==> src/rtl/canframegen_sched_pkg.sv <==
// rtl/canframegen_sched_pkg.sv - shared types and helpers for the CAN frame generator scheduler
package canframegen_sched_pkg;

    localparam int TYPE_W = 3;

    typedef enum logic [TYPE_W-1:0] {
        T_READ    = 3'd0,
        T_WRITE   = 3'd1,
        T_READADC = 3'd2,
        T_RSTCHIP = 3'd3,
        T_CUSTOM  = 3'd4
    } req_type_e;

    typedef enum logic [2:0] {
        ST_IDLE     = 3'd0,
        ST_ARB      = 3'd1,
        ST_SETUP    = 3'd2,
        ST_SEND     = 3'd3,
        ST_WAIT_RSP = 3'd4,
        ST_GAP      = 3'd5
    } state_e;

    // Strobe vector ordering: {custom, rstchip, readadc, write, read}
    function automatic logic [4:0] type_strobes(input logic [TYPE_W-1:0] t);
        logic [4:0] s;
        s = 5'b00000;
        case (t)
            T_READ:    s = 5'b00001;
            T_WRITE:   s = 5'b00010;
            T_READADC: s = 5'b00100;
            T_RSTCHIP: s = 5'b01000;
            T_CUSTOM:  s = 5'b10000;
            default:   s = 5'b00000;
        endcase
        return s;
    endfunction

endpackage

==> src/rtl/canframegen_sched_rr_arbiter.sv <==
// rtl/canframegen_sched_rr_arbiter.sv - combinational round-robin pick starting after ptr
module rr_arbiter #(
    parameter int NREQ  = 4,
    parameter int PTR_W = 2
) (
    input  logic [NREQ-1:0]  req,
    input  logic [PTR_W-1:0] ptr,
    output logic [NREQ-1:0]  grant,
    output logic [PTR_W-1:0] idx,
    output logic             valid
);

    logic [PTR_W-1:0] j;

    // Walk from the farthest candidate to the nearest so the nearest set request wins
    always_comb begin
        grant = '0;
        idx   = '0;
        valid = 1'b0;
        j     = '0;
        for (int i = NREQ; i >= 1; i--) begin
            j = PTR_W'((int'(ptr) + i) % NREQ);
            if (req[j]) begin
                grant = NREQ'(1) << j;
                idx   = j;
                valid = 1'b1;
            end
        end
    end

endmodule

==> src/rtl/canframegen_sched.sv <==
// rtl/canframegen_sched.sv - shares one CAN frame generator between NREQ requesters
module canframegen_sched
    import canframegen_sched_pkg::*;
#(
    parameter int NREQ      = 4,
    parameter int SETUP_CYC = 4,
    parameter int EOF_BITS  = 10,
    parameter int TX_TO     = 200,
    parameter int RSP_TO    = 400,
    parameter int IFS_BITS  = 3
) (
    input  logic                     clk,
    input  logic                     rst_n,
    input  logic                     bit_tick,
    input  logic [NREQ-1:0]          req,
    input  logic [TYPE_W*NREQ-1:0]   req_type,
    input  logic [24*NREQ-1:0]       req_index,
    input  logic [64*NREQ-1:0]       req_data,
    output logic [NREQ-1:0]          grant,
    output logic [NREQ-1:0]          done,
    output logic [NREQ-1:0]          err,
    output logic                     busy,
    output logic                     gen_start,
    output logic                     gen_read,
    output logic                     gen_write,
    output logic                     gen_rstchip,
    output logic                     gen_readadc,
    output logic                     gen_custommsg,
    output logic [23:0]              gen_indexsubindex,
    output logic [63:0]              gen_data,
    output logic [31:0]              gen_taildata,
    input  logic                     txgen,
    input  logic                     rsp_valid
);

    localparam int PTR_W = (NREQ > 1) ? $clog2(NREQ) : 1;

    localparam logic [2:0] S_IDLE     = 3'(ST_IDLE);
    localparam logic [2:0] S_ARB      = 3'(ST_ARB);
    localparam logic [2:0] S_SETUP    = 3'(ST_SETUP);
    localparam logic [2:0] S_SEND     = 3'(ST_SEND);
    localparam logic [2:0] S_WAIT_RSP = 3'(ST_WAIT_RSP);
    localparam logic [2:0] S_GAP      = 3'(ST_GAP);

    logic [2:0]        state;
    logic [PTR_W-1:0]  ptr;
    logic [TYPE_W-1:0] lat_type;
    logic [4:0]        strb;
    logic [15:0]       tcnt;
    logic [15:0]       rec_cnt;
    logic              sof_seen;

    logic [NREQ-1:0]   arb_grant;
    logic [PTR_W-1:0]  arb_idx;
    logic              arb_valid;

    logic [TYPE_W-1:0] win_type;
    logic [23:0]       win_index;
    logic [63:0]       win_data;

    logic [15:0]       tcnt_inc;
    logic [15:0]       rec_inc;
    logic              eof_hit;

    rr_arbiter #(.NREQ(NREQ), .PTR_W(PTR_W)) u_arb (
        .req   (req),
        .ptr   (ptr),
        .grant (arb_grant),
        .idx   (arb_idx),
        .valid (arb_valid)
    );

    // One-hot mux of the winning requester's command fields
    always_comb begin
        win_type  = '0;
        win_index = '0;
        win_data  = '0;
        for (int i = 0; i < NREQ; i++) begin
            if (arb_grant[i]) begin
                win_type  = req_type[i*TYPE_W +: TYPE_W];
                win_index = req_index[i*24 +: 24];
                win_data  = req_data[i*64 +: 64];
            end
        end
    end

    assign tcnt_inc = (&tcnt)    ? tcnt    : tcnt + 16'd1;
    assign rec_inc  = (&rec_cnt) ? rec_cnt : rec_cnt + 16'd1;
    assign eof_hit  = sof_seen && txgen && (rec_inc >= 16'(EOF_BITS));

    assign busy          = (state != S_IDLE);
    assign gen_read      = strb[0];
    assign gen_write     = strb[1];
    assign gen_readadc   = strb[2];
    assign gen_rstchip   = strb[3];
    assign gen_custommsg = strb[4];

    // Transaction sequencer: arbitrate, set up, send, await response, inter-frame gap
    always_ff @(posedge clk or negedge rst_n) begin
        if (!rst_n) begin
            state             <= S_IDLE;
            ptr               <= PTR_W'(NREQ - 1);
            grant             <= '0;
            done              <= '0;
            err               <= '0;
            strb              <= '0;
            gen_start         <= 1'b0;
            lat_type          <= '0;
            gen_indexsubindex <= '0;
            gen_data          <= '0;
            gen_taildata      <= '0;
            tcnt              <= '0;
            rec_cnt           <= '0;
            sof_seen          <= 1'b0;
        end else begin
            done <= '0;
            err  <= '0;
            case (state)
                S_IDLE: begin
                    if (|req) state <= S_ARB;
                end
                S_ARB: begin
                    tcnt <= '0;
                    if (!arb_valid) begin
                        state <= S_IDLE;
                    end else begin
                        grant             <= arb_grant;
                        ptr               <= arb_idx;
                        lat_type          <= win_type;
                        gen_indexsubindex <= win_index;
                        gen_data          <= win_data;
                        gen_taildata      <= win_data[31:0];
                        if (win_type > 3'(T_CUSTOM)) begin
                            err   <= arb_grant;
                            state <= S_GAP;
                        end else begin
                            strb  <= type_strobes(win_type);
                            state <= S_SETUP;
                        end
                    end
                end
                S_SETUP: begin
                    if (tcnt_inc >= 16'(SETUP_CYC)) begin
                        gen_start <= 1'b1;
                        tcnt      <= '0;
                        rec_cnt   <= '0;
                        sof_seen  <= 1'b0;
                        state     <= S_SEND;
                    end else begin
                        tcnt <= tcnt_inc;
                    end
                end
                S_SEND: begin
                    if (bit_tick) begin
                        if (eof_hit) begin
                            gen_start <= 1'b0;
                            strb      <= '0;
                            tcnt      <= '0;
                            if (lat_type == 3'(T_RSTCHIP)) begin
                                done  <= grant;
                                state <= S_GAP;
                            end else begin
                                state <= S_WAIT_RSP;
                            end
                        end else if (tcnt_inc >= 16'(TX_TO)) begin
                            gen_start <= 1'b0;
                            strb      <= '0;
                            tcnt      <= '0;
                            err       <= grant;
                            state     <= S_GAP;
                        end else begin
                            tcnt <= tcnt_inc;
                            if (!txgen) begin
                                sof_seen <= 1'b1;
                                rec_cnt  <= '0;
                            end else if (sof_seen) begin
                                rec_cnt <= rec_inc;
                            end
                        end
                    end
                end
                S_WAIT_RSP: begin
                    if (rsp_valid) begin
                        done  <= grant;
                        tcnt  <= '0;
                        state <= S_GAP;
                    end else if (bit_tick) begin
                        if (tcnt_inc >= 16'(RSP_TO)) begin
                            err   <= grant;
                            tcnt  <= '0;
                            state <= S_GAP;
                        end else begin
                            tcnt <= tcnt_inc;
                        end
                    end
                end
                S_GAP: begin
                    if (bit_tick) begin
                        if (tcnt_inc >= 16'(IFS_BITS)) begin
                            grant <= '0;
                            tcnt  <= '0;
                            state <= S_IDLE;
                        end else begin
                            tcnt <= tcnt_inc;
                        end
                    end
                end
                default: begin
                    state     <= S_IDLE;
                    grant     <= '0;
                    strb      <= '0;
                    gen_start <= 1'b0;
                end
            endcase
        end
    end

endmodule

==> config.mk <==
export PLATFORM = sky130hd
export DESIGN_NAME = canframegen_sched
export DESIGN_NICKNAME = d
export VERILOG_FILES = /design/src/rtl/canframegen_sched_pkg.sv /design/src/rtl/canframegen_sched_rr_arbiter.sv /design/src/rtl/canframegen_sched.sv
export SDC_FILE = /design/constraint.sdc
export NUM_CORES = 1
export LEC_CHECK = 0
export ABC_AREA = 1
export BUFFER_PORTS_ARGS = -buffer_cell sky130_fd_sc_hd__buf_2
export CAP_MARGIN = 20
export CORE_AREA = 8 8 192 194
export DETAILED_ROUTE_END_ITERATION = 8
export DIE_AREA = 0 0 200 202
export SYNTH_ARGS = -nofsm -noshare
export SYNTH_HDL_FRONTEND = slang
export SYNTH_SLANG_ARGS = --single-unit
==> constraint.sdc <==
create_clock -name clk -period 3.5 [get_ports clk]
set_input_delay 0.175 -clock clk [delete_from_list [all_inputs] [get_ports clk]]
set_output_delay 0.175 -clock clk [all_outputs]
set_load 0.02 [all_outputs]
======== Word-level counts from Yosys, hierarchy flattened ========
Index checks and enable logic that the tools add are counted.
Widths: inputs -> output; s select.
cells by class
  $add $sub $neg .......................... 6
  $lt $le $gt $ge ......................... 10
  equality and inequality tests ........... 24
  shifts and indexed selects .............. 4
  multiplexer cells ....................... 101
  bitwise logic cells ..................... 3
  reductions and logical operators ........ 21
operators by type and width
  operator               count
  $mux 16                17
  $mux 64                4
  $mux 24                4
  $pmux 16 s5            1
  $mux 4                 19
  $mux 3                 16
  $add 16x1->16 const B  2
  $pmux 16 s2            1
  $reduce_and 16->1      2
  $mux 5                 5
  $pmux 5 s5             1
  $pmux 4 s3             2
  $ne 2x2->1 const B     10
  $mux 1                 18
  $pmux 3 s6             1
  $ge 16x2->1 const B    1
  $ge 16x3->1 const B    1
  $ge 16x4->1 const B    1
  $ge 16x8->1 const B    1
  $ge 16x9->1 const B    1
  $reduce_or 4->1        4
  $shl 1x2->4 const A    4
  $eq 3x2->1 const B     5
  $pmux 5 s3             1
  23 further kinds       47
word-level totals
  register bits after elaboration ......... 179
  bits of input ports ..................... 373
  output and inout port bits .............. 139
  word-level logic and storage cells ...... 183

======== Longest topological paths before layout ========
  depth in word-level cells ............... 16
  depth in mapped cells ................... 21
  depth with buffers taken out ............ 20

======== By module ========
From an unflattened synthesis, not the netlist that was laid out.
unflattened totals
  cell total of the unflattened synthesis .. 1,241
  area total of the unflattened synthesis .. 10,082.2 um2
modules (own cells, without submodules)
  module             times used  cells each  area an instance (um2)  seq. area each (um2)
  canframegen_sched  1           1,152       9,599.2                 3,681.0
  rr_arbiter         1           89          483.0                   0.0

======== Worst setup path before layout ========
No wires, ideal clock.
  path kind ............................... register -> register
  start ................................... register ptr[0]
  end ..................................... register strb[3]
  library setup time ...................... 0.117 ns
  data arrival time ....................... 2.488 ns
  data required time ...................... 3.383 ns
  slack ................................... 0.895 ns
  stages on the path, launching flop included .. 19
  buffers on the path ..................... 1
  clock period less this slack ............ 2.605 ns
  path through ............................ dfstp_2 > buf_6 > inv_6 > ha_1 > inv_1 > nand3_1 > nand2_1 > nand2_1 > nor2_2 > nand2_1 > nand3_2 > inv_2 > or2_2 > nand2_2 > nand2_4 > nand3_4 > nand2_2 > nand2_1 > nand2_1
between the ends
  cells in the longest elaborated chain, start to end .. 16
  elaborated cells on any way between the ends .. 41
  those cells by class .................... add/sub: 4; order compare: 1; eq/ne: 6; shift: 4; mux: 24; reduce/logical: 2
RTL lines
  item                                      line                                RTL
  from (decl)                               canframegen_sched.sv:46             logic [PTR_W-1:0] ptr;
  from (signal assigned)                    canframegen_sched.sv:102            ptr <= PTR_W'(NREQ - 1);
  from (signal assigned)                    canframegen_sched.sv:128            ptr <= arb_idx;
  $add 2x1->2                               canframegen_sched_rr_arbiter.sv:22  j = PTR_W'((int'(ptr) + i) % NREQ);
  $bmux 1 s2                                canframegen_sched_rr_arbiter.sv:23  if (req[j]) begin
  $mux 1 (implied by the code)              canframegen_sched_rr_arbiter.sv:23
  $mux 4 (4 in series)                      canframegen_sched_rr_arbiter.sv:23
  $mux 3 (4 in series)                      canframegen_sched.sv:79             if (arb_grant[i]) begin
  $eq 3x3->1, or another cell as far along  canframegen_sched_pkg.sv:27         case (t)
  $pmux 5 s5                                canframegen_sched_pkg.sv:27
  $mux 5                                    canframegen_sched.sv:133            if (win_type > 3'(T_CUSTOM)) begin
  $mux 5                                    canframegen_sched.sv:124            if (!arb_valid) begin
  $pmux 5 s3                                canframegen_sched.sv:118            case (state)
  to (signal assigned)                      canframegen_sched.sv:137            strb <= type_strobes(win_type);
  to (decl)                                 canframegen_sched.sv:48             logic [4:0] strb;
Several ways; a longest one is shown, not always the timed one. The select of a mux whose other input is x is not followed.
A chain may end at the register's enable or synchronous reset.

======== Final worst setup path ========
  start ................................... register ptr[0]
  end ..................................... register state[1]
between the ends
  cells in the longest elaborated chain, start to end .. 15
  elaborated cells on any way between the ends .. 32
  those cells by class .................... add/sub: 4; order compare: 1; shift: 4; mux: 23
RTL lines
  item                          line                                RTL
  $add 2x1->2                   canframegen_sched_rr_arbiter.sv:22
  $bmux 1 s2                    canframegen_sched_rr_arbiter.sv:23
  $mux 1 (implied by the code)  canframegen_sched_rr_arbiter.sv:23
  $mux 4 (4 in series)          canframegen_sched_rr_arbiter.sv:23
  $mux 3 (4 in series)          canframegen_sched.sv:79
  $gt 3x3->1                    canframegen_sched.sv:133
  $mux 3                        canframegen_sched.sv:133
  $mux 3 *                      canframegen_sched.sv:124
  $pmux 3 s6 *                  canframegen_sched.sv:118
  to (signal assigned)          canframegen_sched.sv:120            if (|req) state <= S_ARB;
  to (signal assigned)          canframegen_sched.sv:125            state <= S_IDLE;
  to (signal assigned)          canframegen_sched.sv:135            state <= S_GAP;
  to (decl)                     canframegen_sched.sv:45             logic [2:0] state;
Every way passes the cells marked *; elsewhere a longest branch is shown, timed or not. The select of a mux whose other input is x is not followed.

==> metrics.md <==
| Metric | Value |
|---|---|
| Nature of the critical path endpoint | register |
| Asr flop ratio synth | 1.00 |
| Syn_nets | 1,839 |
| Tot GR Track Use | 0.219 |
| CTS tree | done |
| Core Util, Final | 0.405 |
| Status | finished clean |
| Internal | 0.00763 W |
| Worst Skew | 0.00904 ns |
| Synthesized area | 0.0104 mm^2 |
| CTS Sinks | 147 |
| Vias in the first global route | 12,201 |
| Fin nets | 2,271 |
| Slowest Stage Delay on Critical Path | 0.69 ns |
| Routability cong. | 0.900 |
| Synthesis Warnings | 0 |
| Worst hold path type | in -> reg |
| # setup viols final | 0 |
| Via density | 5.15 |
| Final non-filler cell total | 2,363 |
| Max frequency | 314 MHz |
| Sw Pwr | 0.0101 W |
| Pin count of the biggest net entering global routing | 94 |
| # port buffers | 511 |
| Synth-to-layout area growth | 32.4% |
| Worst skew pair latency | 0.44 ns |
| Clk pwr share | 0.101 |
| CP required | 3.83 ns |
| Crit path DAT | 3.51 ns |
| HP Start | req_data[253] |
| Unrepaired setup endpoints after global routing | no |
| Share of the synthesized area in the top cell type | 0.349 |
| Initial core utilization | 0.306 |
| Most frequent cells after synthesis | 270 x nand2_1, 249 x nand3_1, 182 x a21oi_1 |
| FF-to-FF path depth | 18 |
| Crit path max fanout | 32 |
| Final WL | 45,700 um |
| Core Area | 0.0339 mm^2 |
| Prevailing post-synth register cell | dfrtp_1 |
| Remaining DRCs | 0 |
| Worst Tran Pin Value | 0.736 ns |
| Gates resized, CTS repair | 0 |
| Peak supply drop | 1.14 mV |
| Hold Crit Depth | 3 |
| Max transition margin | 0.510 |
| Root Buffer | clkbuf_16 |
| PwrDens | 1290 mW/mm^2 |
| Setup CP Type | reg -> reg |
| Number of synthesized flops with an enable pin | 0 |
| Gate power share | 0.733 |
| Die H | 202 um |
| Fin crit period | 3.18 ns |
| # hold bufs at CTS | 5 |
| Fin. Hold Viols | 0 |
| Chip Width | 200 um |
| Count leader, synth | nand2_1 |
| Hpwl dp | 35,000 um |
| Hold EP | gen_data[61] |
| RR Startpoint | ptr[0] |
| Leading area contributor after synthesis | dfrtp_1 |
| Synth cell types | 50 |
| Layout cells sized above 1 | 0.342 |
| Max Cap Violations | 0 |
| DR pass1 iterations | 6 |
| Sw frac | 0.569 |
| R2r setup slk | 0.32 ns |
| Clock buffer depth | 2 |
| WL/cell | 19.4 um |
| Initial antenna violation count | 8 |
| Vias post-DR | 12,168 |
| Clock transition at path regs | 0.07 ns |
| Final Max Tran Viols | 0 |
| Post-route ant nets | 0 |
| Total number of H-tree levels | 4 |
| 1st-iter DRT viols | 918 |
| Worst path slowest cell | dfstp_2 |
| Congestion Overflow GR | 0 |
| Mapped Cells | 1,457 |
| Final period util | 0.909 |
| Setup TNS | 0 ns |
| CP cell instances | inv_6, ha_1, inv_1, nand3_1, nand2_2, nor2_1, nand3_1, nand3_4, nand2_1, nand3_1, nand2_1, nand2_2, nand2_4, nand2_2, nand2_1, nand2_1, nand2_1, nand2_1 |
| I/O Pins | 512 |
| Setup crit start kind | register |
| Yosys reg bits | 147 |
| Die Area | 0.0404 mm^2 |
| First-pass GRT wire length | 69,600 um |
| Register area share after synthesis | 0.354 |
| Placed cells | 2,320 |
| R2r endpoint | state[1] |
| Num rows | 68 |
| Sequential share of power | 0.166 |
| Post-CTS Setup Bufs | 0 |
| Synth Area per Inst | 7.13 um^2 |
| Num CTS Buffers | 17 |
| Leakage power | 6.86 nW |
| CP most frequent cell | nand2_1 |
| Ranking of synthesized cells by area | dfrtp_1 35%, nand3_1 12%, nand2_1 9.8% |
| Fillers | 3,595 |
[critical path: cells and delay by family (launching register included)]
family	cells	cell delay [ns]
adder cells (fa/ha/maj)	1	0.38
buffers and inverters	2	0.24
flip-flops	1	0.69
AND/OR/NAND/NOR	15	1.73
[logic make-up (layout without fill, tap and decap cells)]
kind of cell / Yosys count / in the layout / synth area share
AOI/OAI and AO/OA: 322 / 322 / 0.184
xor gates and xnor gates: 17 / 17 / 0.0143
adders and majority gates: 9 / 9 / 0.0108
buffers and inverters: 204 / 649 / 0.0972
DFF: 147 / 147 / 0.354
other: 0 / 6 / 0
and+or+nand+nor: 758 / 758 / 0.339
[sequential cells by signal, indices dropped and copies added, names as in the netlist]
name and count:
gen_data 64, gen_indexsubindex 24, rec_cnt 16, tcnt 16
strb 5, done 4, err 4, grant 4
lat_type 3, state 3, ptr 2, gen_start 1
sof_seen 1
[per-stage QoR]
stage | worst slack, ns | total power [W] | hold slack (ns) | cell area [um^2]
after floorplan | 0.895 | 0.0123 | -0.121 | 10400
after global placement | 0.438 | 0.0159 | 0.236 | 13100
after detailed placement | 0.338 | 0.0160 | 0.233 | 13100
after CTS | 0.343 | 0.0178 | 0.000343 | 13700
after global routing | 0.0271 | 0.0193 | 0.00594 | 13800
final | 0.318 | 0.0177 | 0.0268 | 13800
[worst max path at each step]
| stage | slack [ns] | cells after the start | to | startpoint |
|---|---|---|---|---|
| 6_report | 0.32 | 18 | state[1] | ptr[0] |
| 5_1_grt | 0.03 | 13 | gen_data[12] | ptr[1] |
| 2_1_floorplan | 0.89 | 18 | strb[3] | ptr[0] |
| 4_1_cts | 0.34 | 18 | state[1] | ptr[0] |
| 3_5_place_dp | 0.34 | 13 | gen_data[12] | ptr[0] |
| 3_3_place_gp | 0.44 | 18 | state[1] | ptr[0] |
[per-layer routing]
| layer | track usage | wire, um |
|---|---|---|
| met4 | 0.0723 | 877 |
| met2 | 0.391 | 24000 |
| met5 | 0 | 13 |
| met1 | 0.254 | 17800 |
| met3 | 0.0506 | 3080 |
[placed cells by master (no fill, tap or decap), types with 3 or more instances in the layout]
cell type        n
nand4_1          9
xnor2_1          6
o21ai_0         21
nand3_2          9
clkinv_4         4
a21boi_2         4
a21oi_1        182
nand2_1        270
clkinv_2         4
o22ai_1          3
nor3_1           5
o21ai_1          7
buf_2          510
inv_2           10
buf_4           10
diode_2          6
dfrtp_1        145
buf_12          10
a21oi_2          7
o211ai_1        88
nand3_1        248
nand2_4          8
nand3b_1         5
or2_2            3
nor2_4           5
nand2_2         15
nor2_2           7
ha_1             9
clkbuf_16       17
dlygate4sd3_1    5
nand3_4          4
nor2_1         160
xor2_1          11
inv_1           64
inv_6            7
[layout make-up]
type / instances / area, um^2 / area share
Antenna cell: 6 / 15.0 / 0.00109
Clock buffer: 18 / 439 / 0.0319
Clock inverter: 14 / 121 / 0.00882
Inverter: 81 / 320 / 0.0233
Multi-Input combinational cell: 1106 / 5720 / 0.416
Sequential cell: 147 / 3680 / 0.268
Tap cell: 455 / 569 / 0.0414
Timing Repair Buffer: 536 / 2890 / 0.210
[power groups by stage]
| stage | combinational [W] | clock [W] | sequential (W) |
|---|---|---|---|
| 2_1_floorplan | 0.00878 | 0 | 0.00353 |
| 3_3_place_gp | 0.0129 | 0 | 0.00293 |
| 3_5_place_dp | 0.0131 | 0 | 0.00294 |
| 4_1_cts | 0.0131 | 0.00184 | 0.00294 |
| 5_1_grt | 0.0143 | 0.00192 | 0.00303 |
| 6_report | 0.0130 | 0.00179 | 0.00294 |
No activity file was read; power rests on OpenSTA's default activity.
